==> src/rtl/event_push_arbiter.sv <==
// Per-source pending-event counters feeding a round-robin arbiter that pushes
// one event ID per cycle into a downstream FIFO using a valid/grant handshake.
module event_push_arbiter #(
  parameter int unsigned NB_SRC       = 8,
  parameter int unsigned EVT_ID_WIDTH = 8,
  parameter int unsigned ID_BASE      = 0,
  parameter int unsigned CNT_WIDTH    = 2
) (
  input  logic                    clk_i,
  input  logic                    rst_ni,
  input  logic [NB_SRC-1:0]       src_evt_i,
  input  logic [NB_SRC-1:0]       src_en_i,
  output logic                    evt_valid_o,
  output logic [EVT_ID_WIDTH-1:0] evt_data_o,
  input  logic                    evt_grant_i,
  input  logic [NB_SRC-1:0]       err_clr_i,
  output logic [NB_SRC-1:0]       err_o,
  output logic                    busy_o
);

  localparam int unsigned PtrW = (NB_SRC > 1) ? $clog2(NB_SRC) : 1;
  localparam logic [CNT_WIDTH-1:0] CntMax = '1;

  typedef enum logic {StIdle = 1'b0, StHold = 1'b1} state_e;

  state_e                  state_q, state_d;
  logic [CNT_WIDTH-1:0]    cnt_q [NB_SRC];
  logic [CNT_WIDTH-1:0]    cnt_d [NB_SRC];
  logic [PtrW-1:0]         rr_q, rr_d;
  logic [EVT_ID_WIDTH-1:0] data_q, data_d;
  logic [NB_SRC-1:0]       err_q, err_d;
  logic [NB_SRC-1:0]       req;
  logic                    win_found;
  logic [PtrW-1:0]         win_idx;
  logic                    load;
  logic                    any_cnt;

  always_comb begin
    any_cnt = 1'b0;
    for (int unsigned k = 0; k < NB_SRC; k++) begin
      req[k]  = src_en_i[k] && (cnt_q[k] != '0);
      any_cnt = any_cnt || (cnt_q[k] != '0);
    end
  end

  // First requesting source at or above rr_q, wrapping past NB_SRC-1.
  always_comb begin : p_search
    int unsigned idx;
    idx       = 0;
    win_found = 1'b0;
    win_idx   = '0;
    for (int unsigned i = 0; i < NB_SRC; i++) begin
      idx = 32'(rr_q) + i;
      if (idx >= NB_SRC) idx = idx - NB_SRC;
      if (!win_found && req[idx]) begin
        win_found = 1'b1;
        win_idx   = PtrW'(idx);
      end
    end
  end

  always_comb begin
    state_d = state_q;
    load    = 1'b0;
    case (state_q)
      StIdle: begin
        if (win_found) begin
          load    = 1'b1;
          state_d = StHold;
        end
      end
      StHold: begin
        if (evt_grant_i) begin
          if (win_found) load = 1'b1;
          else           state_d = StIdle;
        end
      end
      default: state_d = StIdle;
    endcase
  end

  always_comb begin
    data_d = data_q;
    rr_d   = rr_q;
    if (load) begin
      data_d = EVT_ID_WIDTH'(ID_BASE + 32'(win_idx));
      rr_d   = (win_idx == PtrW'(NB_SRC - 1)) ? '0 : win_idx + PtrW'(1);
    end
  end

  // A coinciding increment and decrement cancel; saturation flags the error.
  always_comb begin : p_cnt
    logic inc, dec;
    inc   = 1'b0;
    dec   = 1'b0;
    err_d = err_q & ~err_clr_i;
    for (int unsigned k = 0; k < NB_SRC; k++) begin
      inc      = src_evt_i[k] && src_en_i[k];
      dec      = load && (win_idx == PtrW'(k));
      cnt_d[k] = cnt_q[k];
      if (!src_en_i[k]) begin
        cnt_d[k] = '0;
      end else if (inc && !dec) begin
        if (cnt_q[k] == CntMax) err_d[k] = 1'b1;
        else                    cnt_d[k] = cnt_q[k] + CNT_WIDTH'(1);
      end else if (dec && !inc) begin
        cnt_d[k] = cnt_q[k] - CNT_WIDTH'(1);
      end
    end
  end

  always_ff @(posedge clk_i or negedge rst_ni) begin
    if (!rst_ni) begin
      state_q <= StIdle;
      rr_q    <= '0;
      data_q  <= '0;
      err_q   <= '0;
      for (int unsigned k = 0; k < NB_SRC; k++) cnt_q[k] <= '0;
    end else begin
      state_q <= state_d;
      rr_q    <= rr_d;
      data_q  <= data_d;
      err_q   <= err_d;
      for (int unsigned k = 0; k < NB_SRC; k++) cnt_q[k] <= cnt_d[k];
    end
  end

  assign evt_valid_o = (state_q == StHold);
  assign evt_data_o  = data_q;
  assign err_o       = err_q;
  assign busy_o      = evt_valid_o || any_cnt;

endmodule
==> config.mk <==
export PLATFORM = sky130hd
export DESIGN_NAME = event_push_arbiter
export DESIGN_NICKNAME = d
export VERILOG_FILES = /design/src/rtl/event_push_arbiter.sv
export SDC_FILE = /design/constraint.sdc
export NUM_CORES = 1
export LEC_CHECK = 0
export BUFFER_PORTS_ARGS = -buffer_cell sky130_fd_sc_hd__buf_2
export CORE_UTILIZATION = 50
export CTS_CLUSTER_SIZE = 10
export DETAILED_ROUTE_END_ITERATION = 8
export GPL_TIMING_DRIVEN = 0
export PLACE_DENSITY = 0.67
export SYNTH_ARGS = -nofsm -noshare
export SYNTH_HDL_FRONTEND = slang
export SYNTH_SLANG_ARGS = --single-unit
==> constraint.sdc <==
create_clock -name clk_i -period 6.6 [get_ports clk_i]
set_clock_uncertainty 0.2 [all_clocks]
set_input_delay 0.33 -clock clk_i [delete_from_list [all_inputs] [get_ports clk_i]]
set_output_delay 0.33 -clock clk_i [all_outputs]
set_load 0.05 [all_outputs]
==> results_dict.tcl <==
set metrics [dict create \
    status "finished, final reports clean" \
    ys_top_cells_by_count "sky130_fd_sc_hd__dfrtp_1 (31), sky130_fd_sc_hd__nor2_1 (30), sky130_fd_sc_hd__nand2_1 (25)" \
    worstReg2RegEnd "cnt_q[12]$_DFFE_PN0P_" \
    final.min_clock_period_ns 4.73 \
    layout-drive-gt1-share_pct 21.5 \
    cp-end-kind "flop" \
    synth_area_um2 3080 \
    setup_tns_ns 0 \
    synth-async-reset-ratio_pct 100 \
    wire_per_inst_um 17.7 \
    achievable-frequency_mhz 212 \
    wirelength_mm 8.49 \
    dr.first_iter.drc_count 176 \
    critPathLaunchType "flop" \
    vias 3041 \
    netlist.top_cell.by_area "sky130_fd_sc_hd__dfrtp_1" \
    core-area_um2 5920 \
    grt_pass1_wl_mm 13.6 \
    fin_nets 438 \
    final.period_utilization_pct 71.6 \
    grt_max_degree 32 \
    synth_top_cells_by_area "sky130_fd_sc_hd__dfrtp_1 (25%), sky130_fd_sc_hd__mux4_2 (8.8%), sky130_fd_sc_hd__mux2i_1 (7.1%)" \
    crit_arrival_ns 4.73 \
    finalSetupViolCount 0 \
    synth_enable_flop_cells 0 \
    antenna_found_initial 0 \
    syn_inst 352 \
    clock_tree.htree_level_count 2 \
    ys_ff_latch 31 \
    clock_tree.buffer_depth 2 \
    timing_max_transition_violations_final 0 \
    rr_worst_depth 15 \
    clk-insertion-delay-late_ns 0.29 \
    max-slew-margin-rel_pct 41.6 \
    report.final.hold_viol_count 0 \
    gp_congestion 0.960 \
    min_path_cells 2 \
    synthesis.area_per_instance_um2 8.76 \
    hold-worst-slack_ns 0.0129 \
    yosys.cell_count.top_type "sky130_fd_sc_hd__dfrtp_1" \
    grt_usage_pct 27.7 \
    number_of_global_route_vias_before_repair 2795 \
    whs_endpoint "err_o[7]$_DFF_PN0_" \
    post-place-ws_ns 1.94 \
    worstHoldPathType "in -> reg" \
    flow.area_growth_from_synthesis_pct 13.6 \
    start_util_pct 52.1 \
    hold_start "err_clr_i[7]" \
    die_area_um2 6480 \
    worst_endpoint_required_time_ns 6.61 \
    maxCapViolations 0 \
    unrepaired_setup_endpoints_after_global_routing "false" \
    crit_path_max_fanout 10 \
    postCtsResizedCells 0 \
    ant_nets 0 \
    portBuffers 39 \
    timing.reg2reg.setup_slack_ns 1.87 \
    clk_pin_slew_worst_paths_ns 0.07 \
    layout_setup_ws_ns 1.87 \
    tritoncts "yes" \
    synth.yosys.warnings 0 \
    synth_flop_cell "sky130_fd_sc_hd__dfrtp_1" \
    fp-row-count 28 \
    tritoncts_num_sinks 31 \
    viasPerCell 6.35 \
    dieWidth_um 80.5 \
    critical_path.reg2reg.startpoint "rr_q[0]$_DFFE_PN0P_" \
    insertedDiodeCount 0 \
    die_y_um 80.5 \
    synth-seq-area-share_pct 25.2 \
    synth.top_cell.area_share_pct 25.2 \
    worstSetupPathType "reg -> reg" \
    place.detailed.hpwl_mm 6.41 \
    ctsRootBufferMaster "sky130_fd_sc_hd__clkbuf_8" \
    netlist-cell-type-count 65 \
    design.portCount 45 \
    cts_inserted_buffers 5 \
    drtPass1Iterations 5 \
    drc 0 \
    worst_pin_slew_ns 0.872 \
    grt-ovfl-total 0 \
]
-- cell families (layout without fill, tap and decap cells) --
| kind of cell | after synthesis | after routing | share of synthesized area (%) |
|---|---|---|---|
| and+or+nand+nor | 110 | 110 | 18.2 |
| other | 1 | 5 | 0.122 |
| adders and majority gates | 8 | 8 | 3.25 |
| AOI/OAI and AO/OA | 113 | 113 | 26.0 |
| DFF | 31 | 31 | 25.2 |
| xor gates and xnor gates | 8 | 8 | 3.13 |
| muxes | 35 | 35 | 16.3 |
| buffers and inverters | 46 | 94 | 7.83 |
-- area by class of cell --
class | count | area, um^2
Tap cell | 75 | 93.8
Timing Repair Buffer | 40 | 205
Buffer | 22 | 149
Clock inverter | 1 | 7.51
Fill cell | 542 | 2420
Clock buffer | 7 | 96.3
Sequential cell | 31 | 776
Multi-Input combinational cell | 279 | 2080
Inverter | 24 | 92.6
-- sequential cells by signal (all words and copies together) (netlist names) --
name	flops
err_o	8
evt_valid_o	1
evt_data_o	3
cnt_q	16
rr_q	3
-- worst max-delay path: stages, from the launching register on --
cell and delay [ns]:
sky130_fd_sc_hd__dfrtp_1 0.43, sky130_fd_sc_hd__inv_1 0.25, sky130_fd_sc_hd__buf_2 0.33, sky130_fd_sc_hd__ha_1 0.18, sky130_fd_sc_hd__clkbuf_1 0.41, sky130_fd_sc_hd__inv_1 0.30
sky130_fd_sc_hd__nand3_1 0.14, sky130_fd_sc_hd__or4b_1 0.53, sky130_fd_sc_hd__or3_4 0.38, sky130_fd_sc_hd__nor3_1 0.19, sky130_fd_sc_hd__o22ai_1 0.13, sky130_fd_sc_hd__nand2_1 0.20
sky130_fd_sc_hd__ha_1 0.24, sky130_fd_sc_hd__nand2_1 0.16, sky130_fd_sc_hd__or3_1 0.41, sky130_fd_sc_hd__a21oi_1 0.17
-- metrics by stage --
| stage | cell area (um^2) | cells | util [%] |
|---|---|---|---|
| 2_1_floorplan | 3100 | 356 | - |
| 3_3_place_gp | 3390 | 470 | 57.2 |
| 3_5_place_dp | 3390 | 470 | 57.2 |
| 4_1_cts | 3500 | 479 | 59.1 |
| 5_1_grt | 3500 | 479 | 59.1 |
| 6_report | 3500 | 479 | 59.1 |
-- cell usage in the layout (no fill, tap or decap), types with 3 or more instances in the layout --
cell type                  count
sky130_fd_sc_hd__mux4_2       12
sky130_fd_sc_hd__nand3_1      10
sky130_fd_sc_hd__nor2_1       30
sky130_fd_sc_hd__a22o_1        3
sky130_fd_sc_hd__a21oi_1      22
sky130_fd_sc_hd__nor2b_1       4
sky130_fd_sc_hd__inv_1        23
sky130_fd_sc_hd__o32ai_1       5
sky130_fd_sc_hd__clkbuf_8      7
sky130_fd_sc_hd__o22ai_1      10
sky130_fd_sc_hd__o21ai_1       4
sky130_fd_sc_hd__nor3_1        4
sky130_fd_sc_hd__nor4_1        4
sky130_fd_sc_hd__o21ai_0      17
sky130_fd_sc_hd__nand3b_1      4
sky130_fd_sc_hd__mux2i_1      22
sky130_fd_sc_hd__nand2_1      25
sky130_fd_sc_hd__conb_1        5
sky130_fd_sc_hd__buf_2        47
sky130_fd_sc_hd__dfrtp_1      31
sky130_fd_sc_hd__buf_4         7
sky130_fd_sc_hd__xnor2_1       4
sky130_fd_sc_hd__and3_1        3
sky130_fd_sc_hd__ha_1          8
sky130_fd_sc_hd__nand4_1       7
sky130_fd_sc_hd__o211ai_1      3
sky130_fd_sc_hd__or3_1         4
sky130_fd_sc_hd__a221oi_1      4
sky130_fd_sc_hd__a31oi_1       6
sky130_fd_sc_hd__nand2b_1      3
sky130_fd_sc_hd__buf_6         4
sky130_fd_sc_hd__o21a_1       11
sky130_fd_sc_hd__and2_1        5
-- worst max-delay path by stage --
stage	depth (start not counted)	from	endpoint	slack, ns
floorplan	14	rr_q[0]$_DFFE_PN0P_	err_o[0]$_DFF_PN0_	2.57
global placement	14	rr_q[0]$_DFFE_PN0P_	cnt_q[12]$_DFFE_PN0P_	1.95
detailed placement	17	rr_q[0]$_DFFE_PN0P_	cnt_q[9]$_DFFE_PN0P_	1.94
CTS	15	rr_q[0]$_DFFE_PN0P_	cnt_q[12]$_DFFE_PN0P_	1.93
global route	15	rr_q[0]$_DFFE_PN0P_	cnt_q[4]$_DFFE_PN0P_	1.55
finish	15	rr_q[0]$_DFFE_PN0P_	cnt_q[12]$_DFFE_PN0P_	1.87
-- timing repair --
action | in CTS | in global routing
hold buffers | 1 | 0
endpoints found under the hold margin | 31 | 0
buffers inserted | 0 | 0
-- per-layer routing --
metal / global-route usage, % / vias up / wire length, um
met5: 0 / - / 0
met4: 11.1 / 0 / 210
met3: 4.89 / 24 / 605
met2: 43.6 / 121 / 3970
met1: 37.2 / 1467 / 3700
li1: - / 1429 / -
Power is not shown: default switching activity piles up to over one toggle a cycle in this logic, so the estimate is an artifact.
